$ cat config.mk
export PLATFORM = sky130hd
export DESIGN_NAME = ifu_cache_ctrl
export DESIGN_NICKNAME = d
export VERILOG_FILES = /design/src/rtl/ifu_pkg.sv /design/src/rtl/ifu_tag_array.sv /design/src/rtl/ifu_cache_ctrl.sv
export SDC_FILE = /design/constraint.sdc
export NUM_CORES = 1
export LEC_CHECK = 0
export ABC_AREA = 1
export CAP_MARGIN = 20
export CORE_UTILIZATION = 50
export CTS_BUF_LIST = sky130_fd_sc_hd__clkbuf_8
export DETAILED_ROUTE_END_ITERATION = 8
export PLACE_DENSITY_LB_ADDON = 0.05
export SYNTH_ARGS = -nofsm -noshare
export SYNTH_HDL_FRONTEND = slang
export SYNTH_SLANG_ARGS = --single-unit
$ cat constraint.sdc
create_clock -name clk -period 8.4 [get_ports clk]
set_input_delay 1.26 -clock clk [delete_from_list [all_inputs] [get_ports clk]]
set_output_delay 1.26 -clock clk [all_outputs]
set_load 0.01 [all_outputs]
$ cat src/rtl/ifu_pkg.sv
// Shared types and sizing for the IFU instruction-cache controller.
package ifu_pkg;
    localparam int WAYS_NUM = 16;
    localparam int ADDR_W   = 32;
    localparam int OFFSET_W = 4;
    localparam int TAG_W    = ADDR_W - OFFSET_W;
    localparam int WAY_W    = $clog2(WAYS_NUM);

    typedef logic [TAG_W-1:0] t_tag;
    typedef logic [WAY_W-1:0] t_way;

    typedef enum logic [2:0] {
        IDLE, LOOKUP, MISS_REQ, MISS_WAIT, FILL, RESP
    } t_ifu_ctrl_state;

    typedef struct packed {
        logic update_tree;
        logic update_counter;
    } t_cache_ctrl2_plru;
endpackage

$ cat src/rtl/ifu_tag_array.sv
// Fully-associative tag/valid store with parallel lookup, single write port and flush.
module ifu_tag_array
    import ifu_pkg::*;
(
    input  logic clk,
    input  logic rst,
    input  t_tag lookup_tag,
    output logic hit,
    output t_way hit_way,
    input  logic wr_en,
    input  t_way wr_way,
    input  t_tag wr_tag,
    input  logic flush
);
    t_tag                tags [WAYS_NUM];
    logic [WAYS_NUM-1:0] valid;
    logic [WAYS_NUM-1:0] match;

    always_ff @(posedge clk) begin
        if (!rst)
            valid <= '0;
        else if (flush)
            valid <= '0;
        else if (wr_en)
            valid[wr_way] <= 1'b1;
        if (wr_en)
            tags[wr_way] <= wr_tag;
    end

    for (genvar i = 0; i < WAYS_NUM; i++) begin : g_cmp
        assign match[i] = valid[i] && (tags[i] == lookup_tag);
    end

    assign hit = |match;

    // Matches are one-hot, so OR-ing the indices is a valid encoder.
    always_comb begin
        hit_way = '0;
        for (int i = 0; i < WAYS_NUM; i++)
            if (match[i]) hit_way = hit_way | t_way'(i);
    end

    a_one_match: assert property (@(posedge clk) disable iff (!rst) $onehot0(match));
endmodule

$ cat src/rtl/ifu_cache_ctrl.sv
// Sequencing FSM for the IFU fully-associative I-cache: lookup, miss fetch, fill, respond.
module ifu_cache_ctrl
    import ifu_pkg::*;
(
    input  logic                   clk,
    input  logic                   rst,
    input  logic                   req_valid,
    output logic                   req_ready,
    input  logic [ADDR_W-1:0]      req_addr,
    output logic                   rsp_valid,
    output logic                   rsp_hit,
    output logic [WAY_W-1:0]       data_rd_way,
    output logic                   data_wr_en,
    output logic [WAY_W-1:0]       data_wr_way,
    output logic                   mem_req_valid,
    input  logic                   mem_req_ready,
    output logic [ADDR_W-1:0]      mem_req_addr,
    input  logic                   mem_rsp_valid,
    input  logic                   flush,
    output t_cache_ctrl2_plru      cache_ctrl2_plru,
    output logic                   cache_miss,
    output logic [WAY_W-1:0]       hit_cl,
    input  logic [WAY_W-1:0]       evicted_cl
);
    t_ifu_ctrl_state state, state_nxt;
    t_tag            tag_q;
    t_way            victim_q;
    logic            flush_pend;
    logic            hit;
    t_way            hit_way;
    logic            flush_do;
    logic            accept;

    assign flush_do = (state == IDLE) && (flush || flush_pend);
    assign accept   = (state == IDLE) && !flush_do && req_valid;

    ifu_tag_array u_tags (
        .clk        (clk),
        .rst        (rst),
        .lookup_tag (tag_q),
        .hit        (hit),
        .hit_way    (hit_way),
        .wr_en      (state == FILL),
        .wr_way     (victim_q),
        .wr_tag     (tag_q),
        .flush      (flush_do)
    );

    always_ff @(posedge clk) begin
        if (!rst) begin
            state      <= IDLE;
            tag_q      <= '0;
            victim_q   <= '0;
            flush_pend <= 1'b0;
        end else begin
            state <= state_nxt;
            if (accept)
                tag_q <= req_addr[ADDR_W-1:OFFSET_W];
            if (state == LOOKUP && !hit)
                victim_q <= evicted_cl;
            // A flush seen mid-transaction waits for the first IDLE cycle.
            if (state == IDLE)
                flush_pend <= 1'b0;
            else if (flush)
                flush_pend <= 1'b1;
        end
    end

    assign mem_req_addr = {tag_q, {OFFSET_W{1'b0}}};
    assign data_wr_way  = victim_q;
    assign req_ready    = (state == IDLE) && !flush_do;

    always_comb begin
        state_nxt        = state;
        rsp_valid        = 1'b0;
        rsp_hit          = 1'b0;
        data_rd_way      = victim_q;
        data_wr_en       = 1'b0;
        mem_req_valid    = 1'b0;
        cache_ctrl2_plru = '0;
        cache_miss       = 1'b0;
        hit_cl           = '0;
        case (state)
            IDLE: if (accept) state_nxt = LOOKUP;
            LOOKUP: begin
                if (hit) begin
                    rsp_valid                    = 1'b1;
                    rsp_hit                      = 1'b1;
                    data_rd_way                  = hit_way;
                    hit_cl                       = hit_way;
                    cache_ctrl2_plru.update_tree = 1'b1;
                    state_nxt                    = IDLE;
                end else begin
                    cache_miss = 1'b1;
                    state_nxt  = MISS_REQ;
                end
            end
            MISS_REQ: begin
                cache_miss    = 1'b1;
                mem_req_valid = 1'b1;
                if (mem_req_ready) state_nxt = MISS_WAIT;
            end
            MISS_WAIT: begin
                cache_miss = 1'b1;
                if (mem_rsp_valid) state_nxt = FILL;
            end
            FILL: begin
                data_wr_en       = 1'b1;
                cache_miss       = 1'b1;
                cache_ctrl2_plru = '{update_tree: 1'b1, update_counter: 1'b1};
                state_nxt        = RESP;
            end
            RESP: begin
                rsp_valid = 1'b1;
                state_nxt = IDLE;
            end
            default: state_nxt = IDLE;
        endcase
    end
endmodule

# Yosys cells after proc, flatten, opt, wreduce, memory -nomap -nowiden
# Memory sizes are Yosys's and may differ from the RTL's.
# Cells that the tools add are included.
# op_classes
order_cmp	2
eq_ne	24
n_mux	35
bitwise_logic	2
reduce_logical	30
# op_table
cell	count
$eq A28 B28 Y1	16
$mux W4	12
$logic_and A1 B1 Y1	21
$mux W3	7
$or A16 B16 Y16	1
$reduce_or A16 Y1	1
$pmux W3 S5	1
$mux W1	8
$eq A3 B2 Y1 const B	2
$eq A3 B3 Y1 const B	2
$mux W2	3
$ne A2 B2 Y1 const B	3
$pmux W1 S2	3
$lt A4 B5 Y1 const B	1
$demux W1 S4	1
$ge A4 B1 Y1 const B	1
$reduce_or A2 Y1	2
$eq A3 B1 Y1 const B	1
$logic_not A3 Y1	1
$reduce_and A3 Y1	1
$reduce_or A3 Y1	1
$logic_not A1 Y1	2
$logic_or A1 B1 Y1	1
$not A1 Y1	1
# totals
ff_bits	52
ramBits	448
input_bits	42
out_inout_bits	52
n_memories	1
# mem_list
memory	words	width	read_ports	rd_ports_with_merged_regs	wr	line	text
u_tags.tags	16	28	16	0	1	ifu_tag_array.sv:15	t_tag tags [WAYS_NUM];

# Longest topological paths before layout
# Gate-level depths: netlist of the first run.
# An unclocked memory read counts as a cell.
# depth
word_depth	20
mapped_depth	17
ltp_nobuf	15

# Cells and area by module
# From an unflattened synthesis of the first run, not the netlist that was laid out.
# hier_totals
hier_cells	2531
hier_area_um2	23294.8
# modules_own_cells
module	n_inst	cells_each	area_each_um2
ifu_tag_array	1	2317	21760.9
ifu_cache_ctrl	1	214	1534.0

# Least setup slack after synthesis of the first run
# No wires, ideal clock.
# synth_timing
path_kind	flip-flop to output port
from	reg tag_q[26]
to	out data_rd_way[0]
arrival_time_ps	2085
t_required_ps	7140
path_slack_ps	5055
stages_incl_launch_ff	17
cell_sequence	dfxtp_1 buf_4 inv_2 buf_2 o21ai_1 nor2_1 nand2_1 nor2_1 nand2_1 nor2_1 nor2_1 nand2_2 nor2_4 nand2_1 nand2_1 inv_2 o21ai_2
# synth_via
elab_chain_len	19
# synth_lines
item	line	text
start: declaration	ifu_cache_ctrl.sv:26	t_tag tag_q;
start signal: assignment	ifu_cache_ctrl.sv:58	tag_q <= req_addr[ADDR_W-1:OFFSET_W];
$eq A28 B28 Y1	ifu_tag_array.sv:31	assign match[i] = valid[i] && (tags[i] == lookup_tag);
$logic_and A1 B1 Y1	ifu_tag_array.sv:31	
$mux W1	ifu_tag_array.sv:40	if (match[i]) hit_way = hit_way | t_way'(i);
$mux W2 (2 in series)	ifu_tag_array.sv:40	
$mux W3 (4 in series)	ifu_tag_array.sv:40	
$mux W4 (8 in series)	ifu_tag_array.sv:40	
$mux W4 *	ifu_cache_ctrl.sv:86	if (hit) begin
$mux W4 *	ifu_cache_ctrl.sv:83	case (state)
end: declaration	ifu_cache_ctrl.sv:12	output logic [WAY_W-1:0] data_rd_way,
# Every way passes the cells marked *; elsewhere a longest branch is shown, timed or not.

# Final worst setup path of the first run
# layout_timing
from	reg tag_q[24]
to	out data_rd_way[2]
# layout_via
elab_chain_len	16
# layout_lines
item	line
$eq A28 B28 Y1	ifu_tag_array.sv:31
$logic_and A1 B1 Y1	ifu_tag_array.sv:31
$mux W3 (4 in series)	ifu_tag_array.sv:40
$mux W4 (8 in series)	ifu_tag_array.sv:40
$mux W4 *	ifu_cache_ctrl.sv:86
$mux W4 *	ifu_cache_ctrl.sv:83
# Marks and branches as above.

==> summary.md, run 1 <==
| Metric | Value |
|---|---|
| Mux share of post-synthesis cell area | `0%` |
| Worst EP arrival | `4.28 ns` |
| Register area share after synthesis | `a little under two thirds` |
| Sequential cell area | `roughly 15000 sq um` |
| Tcrit/Tclk final | `66.0%` |
| Worst Setup Start Kind | `flip-flop` |
| DRT antenna net count | `0` |
| Root Driver | `clkbuf_8` |
| Worst relative slew slack | `32.6%` |
| Starting Density | `51.1%` |
| Sw frac | `32.7%` |
| PortBufs | `85` |
| Postcts setup bufs | `0` |
| Minimum clock period | `5.54 ns` |
| Total leakage power | `0.0106 uW` |
| Hold Fails Final Rpt | `0` |
| Seq pwr share | `45.2%` |
| First-pass GRT wire length | `100000 um` |
| Layout cells sized above 1 | `8.95%` |
| Hold buffer count at cts | `0` |
| CTS tree | `done` |
| VDD IR max | `0.162 mV` |
| Hold Path Class | `reg -> reg` |
| Worst Slack Setup Final | `2.86 ns` |
| Yosys warns | `0` |
| Die X | `216 um` |
| Worst-path fanout max | `35` |
| Vias in the first global route | `15.7k` |
| Area of the multi-input gates | `6900 sq um` |
| Primary FF master, synth | `edfxtp_1` |
| Total clock sinks | `500` |
| Vias | `16.7k` |
| CP max-delay cell | `clkdlybuf4s50_1` |
| Status | `finished clean` |
| GPL Wtd Cong | `0.853` |
| Initial drt markers | `1929` |
| Post-Syn Area | `22800 sq um` |
| Nets | `2563` |
| Worst-path clk slew | `0.07 ns` |
| Full die area | `~46000 sq um` |
| Main combinational cell family by area after synthesis | `simple AND/OR/NAND/NOR gates` |
| TNS Setup | `0 ns` |
| Post-DP HPWL | `39400 um` |
| Async set or reset register ratio after synthesis | `0%` |
| Yosys cell types | `38` |
| IO Count | `94` |
| Pwr/cell area | `between 200 and 250 nW/um^2` |
| CTS max path bufs | `3` |
| Worst EP required | `approximately 7.1 ns` |
| Adder-cell area share of the yosys netlist | `0%` |
| Design Area, Final | `~26000 sq um` |
| Final Skew | `0.0229 ns` |
| #FFs+latches synth | `500` |
| Clk_lat worst skew | `0.67 ns` |
| Placed cell count | `3026` |
| Most frequent cells in the layout | `nand2_1 (794), edfxtp_1 (448), nor2_1 (324)` |
| First-pass DRT Iterations | `5` |
| Worst hold margin | `around 0.47 ns` |
| DRC violations left | `0` |
| Cells after Synth | `~2.4k` |
| Fin. max-slew vios | `0` |
| Setup violations, final | `0` |
| Total congestion overflow | `0` |
| Largest net degree at the start of global routing | `58` |
| RSZ-0062 raised after global routing | `false` |
| Vias per cell | `around 5.2` |
| CP peak stage delay | `0.49 ns` |
| Final wirelength | `69000 um` |
| Antenna violations before repair | `3` |
| Gr usage total | `between 30% and 40%` |
| Avg WL per Cell | `21.7 um` |
| Finished Layout Cells | `roughly 3.2k` |
| Simple-gate share of the synthesized area | `roughly a fifth` |
| Psw | `2100 uW` |
| CP delay by family, top | `simple AND/OR/NAND/NOR gates` |
| Int Power | `4320 uW` |
| Crit path top cell by count | `nand2_1` |
| Most common cell after layout, fill and taps aside | `nand2_1` |
| DP Area | `about 24000 sq um` |
| Share of total power in combinational logic | `22.7%` |
| Worst slew pin tran | `1.01 ns` |
| Core Region | `44600 sq um` |
| Post-synth EDFFs | `approximately 450` |
| Critical path, cell by cell | `buf_4, inv_2, nand2_1, nand2_1, nor2_1, nand2_1, nor2_1, nand2_1, nor2_1, nor2_2, nand2_1, nor2_4, nand2_1, nand2_1, inv_2, o22ai_2, clkdlybuf4s50_1` |
| Num rows | `77` |
| Top-area cell type share of the netlist area | `59.0%` |
| Syn avg cell area | `9.58 sq um` |
| Setup crit end kind | `output pin` |
| DP Worst Slack | `3.60 ns` |
| Vert. Die Dim | `216 um` |
| CTS buffer count | `84` |
| Clock network power share | `32.0%` |
| Max Cap Violations | `0` |
| F_max | `0.180 GHz` |
| Post-synthesis compound-gate area fraction | `approximately 6.3%` |
| Htree depth | `3` |
| Yosys top cell by area | `edfxtp_1` |
| Synth Area in XOR/XNOR | `3.57%` |
| Setup CP Type | `reg -> out` |
| Synth area leaders | `edfxtp_1 (59%), nand2_1 (13%), nor2_1 (5.6%)` |
| Fillers | `3908` |
| Area delta synth->final | `13.6%` |
| CP Buf/Inv Count | `4` |
| Post_cts resized | `0` |
-- registers in the layout, summed over array words and instances (netlist names) --
register      cells
flush_pend        1
u_tags.valid     16
u_tags.tags     448
data_wr_way       4
state             3
tag_q            28
-- final cells by class --
cell class              count  share of cell area (%)
clock inverters            61                    1.09
multi-input cells        1559                    26.7
well taps                 592                    2.86
diodes                      1                 0.00966
repair buffers            135                    4.81
inverters                 241                    3.53
flip-flops and latches    500                    56.0
clock buffers              95                    5.05
-- power groups by stage --
stage | registers, uW | logic [uW] | clock network (uW)
floorplan | 3040 | 731 | 0
global placement | 2950 | 1430 | 0
detailed placement | 2950 | 1450 | 0
CTS | 2900 | 1450 | 2090
global route | 2900 | 1570 | 2190
finish | 2900 | 1460 | 2060
-- per-layer routing --
| metal | vias to the layer above | part of all wire [%] | routed length, um | GRT usage (%) |
|---|---|---|---|---|
| met2 | 728 | 46 | 31800 | 48.4 |
| li1 | 7959 | - | - | - |
| met3 | 140 | 9.1 | 6290 | 5.53 |
| met4 | 0 | 3.0 | 2080 | 9.86 |
| met1 | 7857 | 42 | 28800 | 41.4 |
| met5 | - | 0 | 0 | 0 |
-- kinds of logic (layout without fill, tap and decap cells) --
group / after synthesis / count (layout)
AND/OR/NAND/NOR: 1191 / 1191
flip-flops: 500 / 500
buffers and inverters: 323 / 532
AO/OA/AOI/OAI: 271 / 271
XOR/XNOR: 93 / 93
other: 1 / 5
-- metrics by stage --
stage,util (%),power (uW)
after CTS,58.0,6440
after floorplan,-,3770
after detailed placement,54.4,4400
after global routing,58.1,6660
after global placement,54.4,4380
final,58.1,6420
-- cells in the mapped netlist (all sizes together), types with 2 or more instances --
cell,count
nand2,800
edfxtp,448
nor2,348
inv,241
o21ai,223
buf,72
dfxtp,52
xnor2,47
xor2,46
a21oi,31
nand3,25
o211ai,12
or2,11
clkbuf,10
nor3,4
nor4,2
-- worst reg2reg max path: cells and delay by family (launching register included) --
kind / cells / cell delay (ns)
compound gates: 1 / 0.05
buf+inv: 2 / 0.91
flops: 1 / 0.31
simple gates: 13 / 1.78
-- final timing paths --
kind	cells past startpoint	to	start	slack, ns
worst max-delay path	17	data_rd_way[2]	tag_q[24]	2.86
worst min-delay path	2	u_tags.valid[2]	u_tags.valid[2]	0.47
worst max register to register	16	state[1]	tag_q[24]	5.24
worst min register to register	2	u_tags.valid[2]	u_tags.valid[2]	0.47
Note: power is estimated with default switching activity, not from simulation.
==> run 2: changes to the inputs <==
==> constraint.sdc (replaced) <==
create_clock -name clk -period 5.3 [get_ports clk]
set_input_delay 0.795 -clock clk [delete_from_list [all_inputs] [get_ports clk]]
set_output_delay 0.795 -clock clk [all_outputs]
set_load 0.01 [all_outputs]
==> run 2 against run 1 <==
  * Non-clock buffer count up 4
  * Combinational power is 55% higher
  * Worst hold slack got worse by 0.0055 ns
  * First-iteration DRC count grew 4.7%
  * Sequential cell count did not move
  * Clock power rose by 61%
  * Wire length fell by 0.79%
  * Cell area is 0.20% higher
  * Sequential power rose by 61%
  * Critical path type unchanged
  * Largest cell class unchanged
  * Largest power group unchanged
  * Highest routed layer unchanged
==> summary.md, run 2 (synthesis gave the netlist of run 1 again) <==
| Metric | Value |
|---|---|
| Status | `finished clean` |
| Worst EP arrival | `4.00 ns (-0.28 ns)` |
| F_max | `around 0.21 GHz` |
| Critical Path Start | `tag_q[13]` |
| Num rows | `77 (unchanged)` |
| Gr usage total | `29.9% (-0.17 points)` |
| CP Capture Point | `data_rd_way[2]` |
| Worst Setup Start Kind | `flip-flop` |
| Max Cap Violations | `0 (unchanged)` |
| Hold Path Class | `reg -> reg` |
| PortBufs | `85 (unchanged)` |
| Final wirelength | `68400 um (-0.79%)` |
| Most common cell after layout, fill and taps aside | `nand2_1` |
| Clk_lat worst skew | `0.67 ns (about the same)` |
| Post-DP HPWL | `40600 um (+3.0%)` |
| Avg WL per Cell | `21.5 um (-0.79%)` |
| First-pass DRT Iterations | `5 (unchanged)` |
| TNS Setup | `0 ns (unchanged)` |
| Setup crit end kind | `output pin` |
| Vias per cell | `5.29 (+0.91%)` |
| Layout cells sized above 1 | `9.22% (+0.27 points)` |
| Hold Fails Final Rpt | `0 (unchanged)` |
| Htree depth | `3 (unchanged)` |
| Die X | `216 um (unchanged)` |
| Starting Density | `51.1% (unchanged)` |
| CTS tree | `done` |
| Reg2Reg Depth | `15 (-1)` |
| Total power | `10200 uW (+59%)` |
| Setup violations, final | `0 (unchanged)` |
| VDD IR max | `0.205 mV (+27%)` |
| DRC violations left | `0 (unchanged)` |
| RSZ-0062 raised after global routing | `false` |
| Worst-path clk slew | `0.06 ns (about the same)` |
| Post_cts resized | `0 (unchanged)` |
| Hold buffer count at cts | `0 (unchanged)` |
| Worst relative slew slack | `31.1% (-1.5 points)` |
| CTS max path bufs | `3 (unchanged)` |
| CTS buffer count | `84 (unchanged)` |
| Root Driver | `clkbuf_8` |
| Worst slew pin tran | `1.03 ns (+0.0230 ns)` |
| Worst-path fanout max | `19 (-46%)` |
| Vias | `16.8k (+0.91%)` |
| Vert. Die Dim | `216 um (unchanged)` |
| Initial drt markers | `2020 (+4.7%)` |
| Area delta synth->final | `13.8%` |
| Worst r2r src | `tag_q[13]` |
| Setup CP Type | `reg -> out` |
| GPL Wtd Cong | `0.876 (+2.6%)` |
| Most frequent cells in the layout | `nand2_1 (794), edfxtp_1 (448), nor2_1 (324)` |
| Largest net degree at the start of global routing | `58 (unchanged)` |
| R2R Path End | `data_wr_way[3]` |
| Minimum clock period | `4.79 ns` |
| Core Region | `44600 sq um (unchanged)` |
| Full die area | `46400 sq um (unchanged)` |
| Nets | `2567 (+0.16%)` |
| Postcts setup bufs | `0 (unchanged)` |
| Top Registers | `u_tags.tags (448), tag_q (28), u_tags.valid (16)` |
| Worst hold path depth | `2 (unchanged)` |
| Total congestion overflow | `0 (unchanged)` |
| Vias in the first global route | `15.6k (-0.72%)` |
| Final Skew | `0.0275 ns (+0.00458 ns)` |
| Fin. max-slew vios | `0 (unchanged)` |
| Number of flip-flops in the largest register | `448 (unchanged)` |
| Total leakage power | `0.0106 uW (about the same)` |
| Worst EP required | `4.51 ns (-2.63 ns)` |
| Antenna violations before repair | `1 (-2)` |
| Flop2flop setup slack | `2.40 ns (-2.84 ns)` |
| First-pass GRT wire length | `100000 um (-0.17%)` |
| DP Worst Slack | `1.23 ns (-2.37 ns)` |
| IO Count | `94 (unchanged)` |
| Tcrit/Tclk final | `between 90% and 100%` |
| Worst Slack Setup Final | `0.506 ns (-2.35 ns)` |
| Biggest register | `u_tags.tags` |
| Total clock sinks | `500 (unchanged)` |
| Final core utilization | `58.2% (+0.12 points)` |
| DRT antenna net count | `0 (unchanged)` |
| Pwr/cell area | `394 nW/um^2 (+59%)` |
## run 2: cell count changes in the layout (fill, tap and decap cells not counted)
cell        delta
buf_12         +3
buf_16         -1
buf_4          +2
clkbuf_8       +2
clkinv_1       +6
clkinv_2       +3
clkinvlp_4     -5
inv_1         -13
inv_6          +3
## run 2: worst max-delay path: stages (launching register included)
cell             delay, ns
dfxtp_1               0.70
inv_2                 0.44
o21ai_0               0.26
nor2_1                0.07
nand2_1               0.06
nor2_1                0.04
nand2_1               0.09
nor2_1                0.10
nor2_1                0.28
nand2_2               0.14
nor2_4                0.21
nand2_1               0.09
nand2_1               0.10
inv_2                 0.08
o22ai_2               0.10
clkdlybuf4s50_1       0.56
## run 2: layout make-up
type	count	area [sq um]
fill	3876	18700
sequential	500	14500
multi-input combinational	1559	6900
clock buffer	97	1340
timing repair buffer	139	1290
inverter	241	915
tap	592	741
clock inverter	55	260
antenna	1	2.50
## run 2: through the flow
stage | cells | area [sq um] | hold WS (ns)
2_1_floorplan | 2382 | 22800 | 0.431
3_3_place_gp | 3031 | 24400 | 0.444
3_5_place_dp | 3031 | 24400 | 0.446
4_1_cts | 3183 | 25900 | 0.460
5_1_grt | 3183 | 25900 | 0.491
6_report | 3184 | 25900 | 0.461
## run 2: routing by layer
layer | vias up | global-route usage, % | wire length (um)
met3 | 131 | 5.00 | 5660
met2 | 696 | 48.2 | 31900
met1 | 8039 | 41.2 | 29000
met4 | 0 | 10.2 | 1900
met5 | - | 0 | 0
li1 | 7969 | - | -
## run 2: power by group
group	total, uW	switching, uW	internal (uW)
sequential	4660	124	4540
combinational	2260	1620	633
clock	3310	1590	1720
total	10200	3340	6890
## run 2: worst min-delay path by stage
stage | end | start
after floorplan | u_tags.valid[6] | u_tags.valid[6]
after global placement | u_tags.valid[3] | u_tags.valid[3]
after detailed placement | u_tags.valid[6] | u_tags.valid[6]
after CTS | u_tags.valid[6] | u_tags.valid[6]
after global routing | u_tags.valid[14] | u_tags.valid[14]
final | u_tags.valid[6] | u_tags.valid[6]
==> run 3: changes to the inputs <==
--- a/config.mk
+++ b/config.mk
@@ -11,6 +11,7 @@
 export CTS_BUF_LIST = sky130_fd_sc_hd__clkbuf_8
 export DETAILED_ROUTE_END_ITERATION = 8
 export PLACE_DENSITY_LB_ADDON = 0.05
+export SKIP_CTS_REPAIR_TIMING = 1
 export SYNTH_ARGS = -nofsm -noshare
 export SYNTH_HDL_FRONTEND = slang
 export SYNTH_SLANG_ARGS = --single-unit
==> results of run 3 <==
The final DEF is identical to that of run 2; final timing and power are the same.
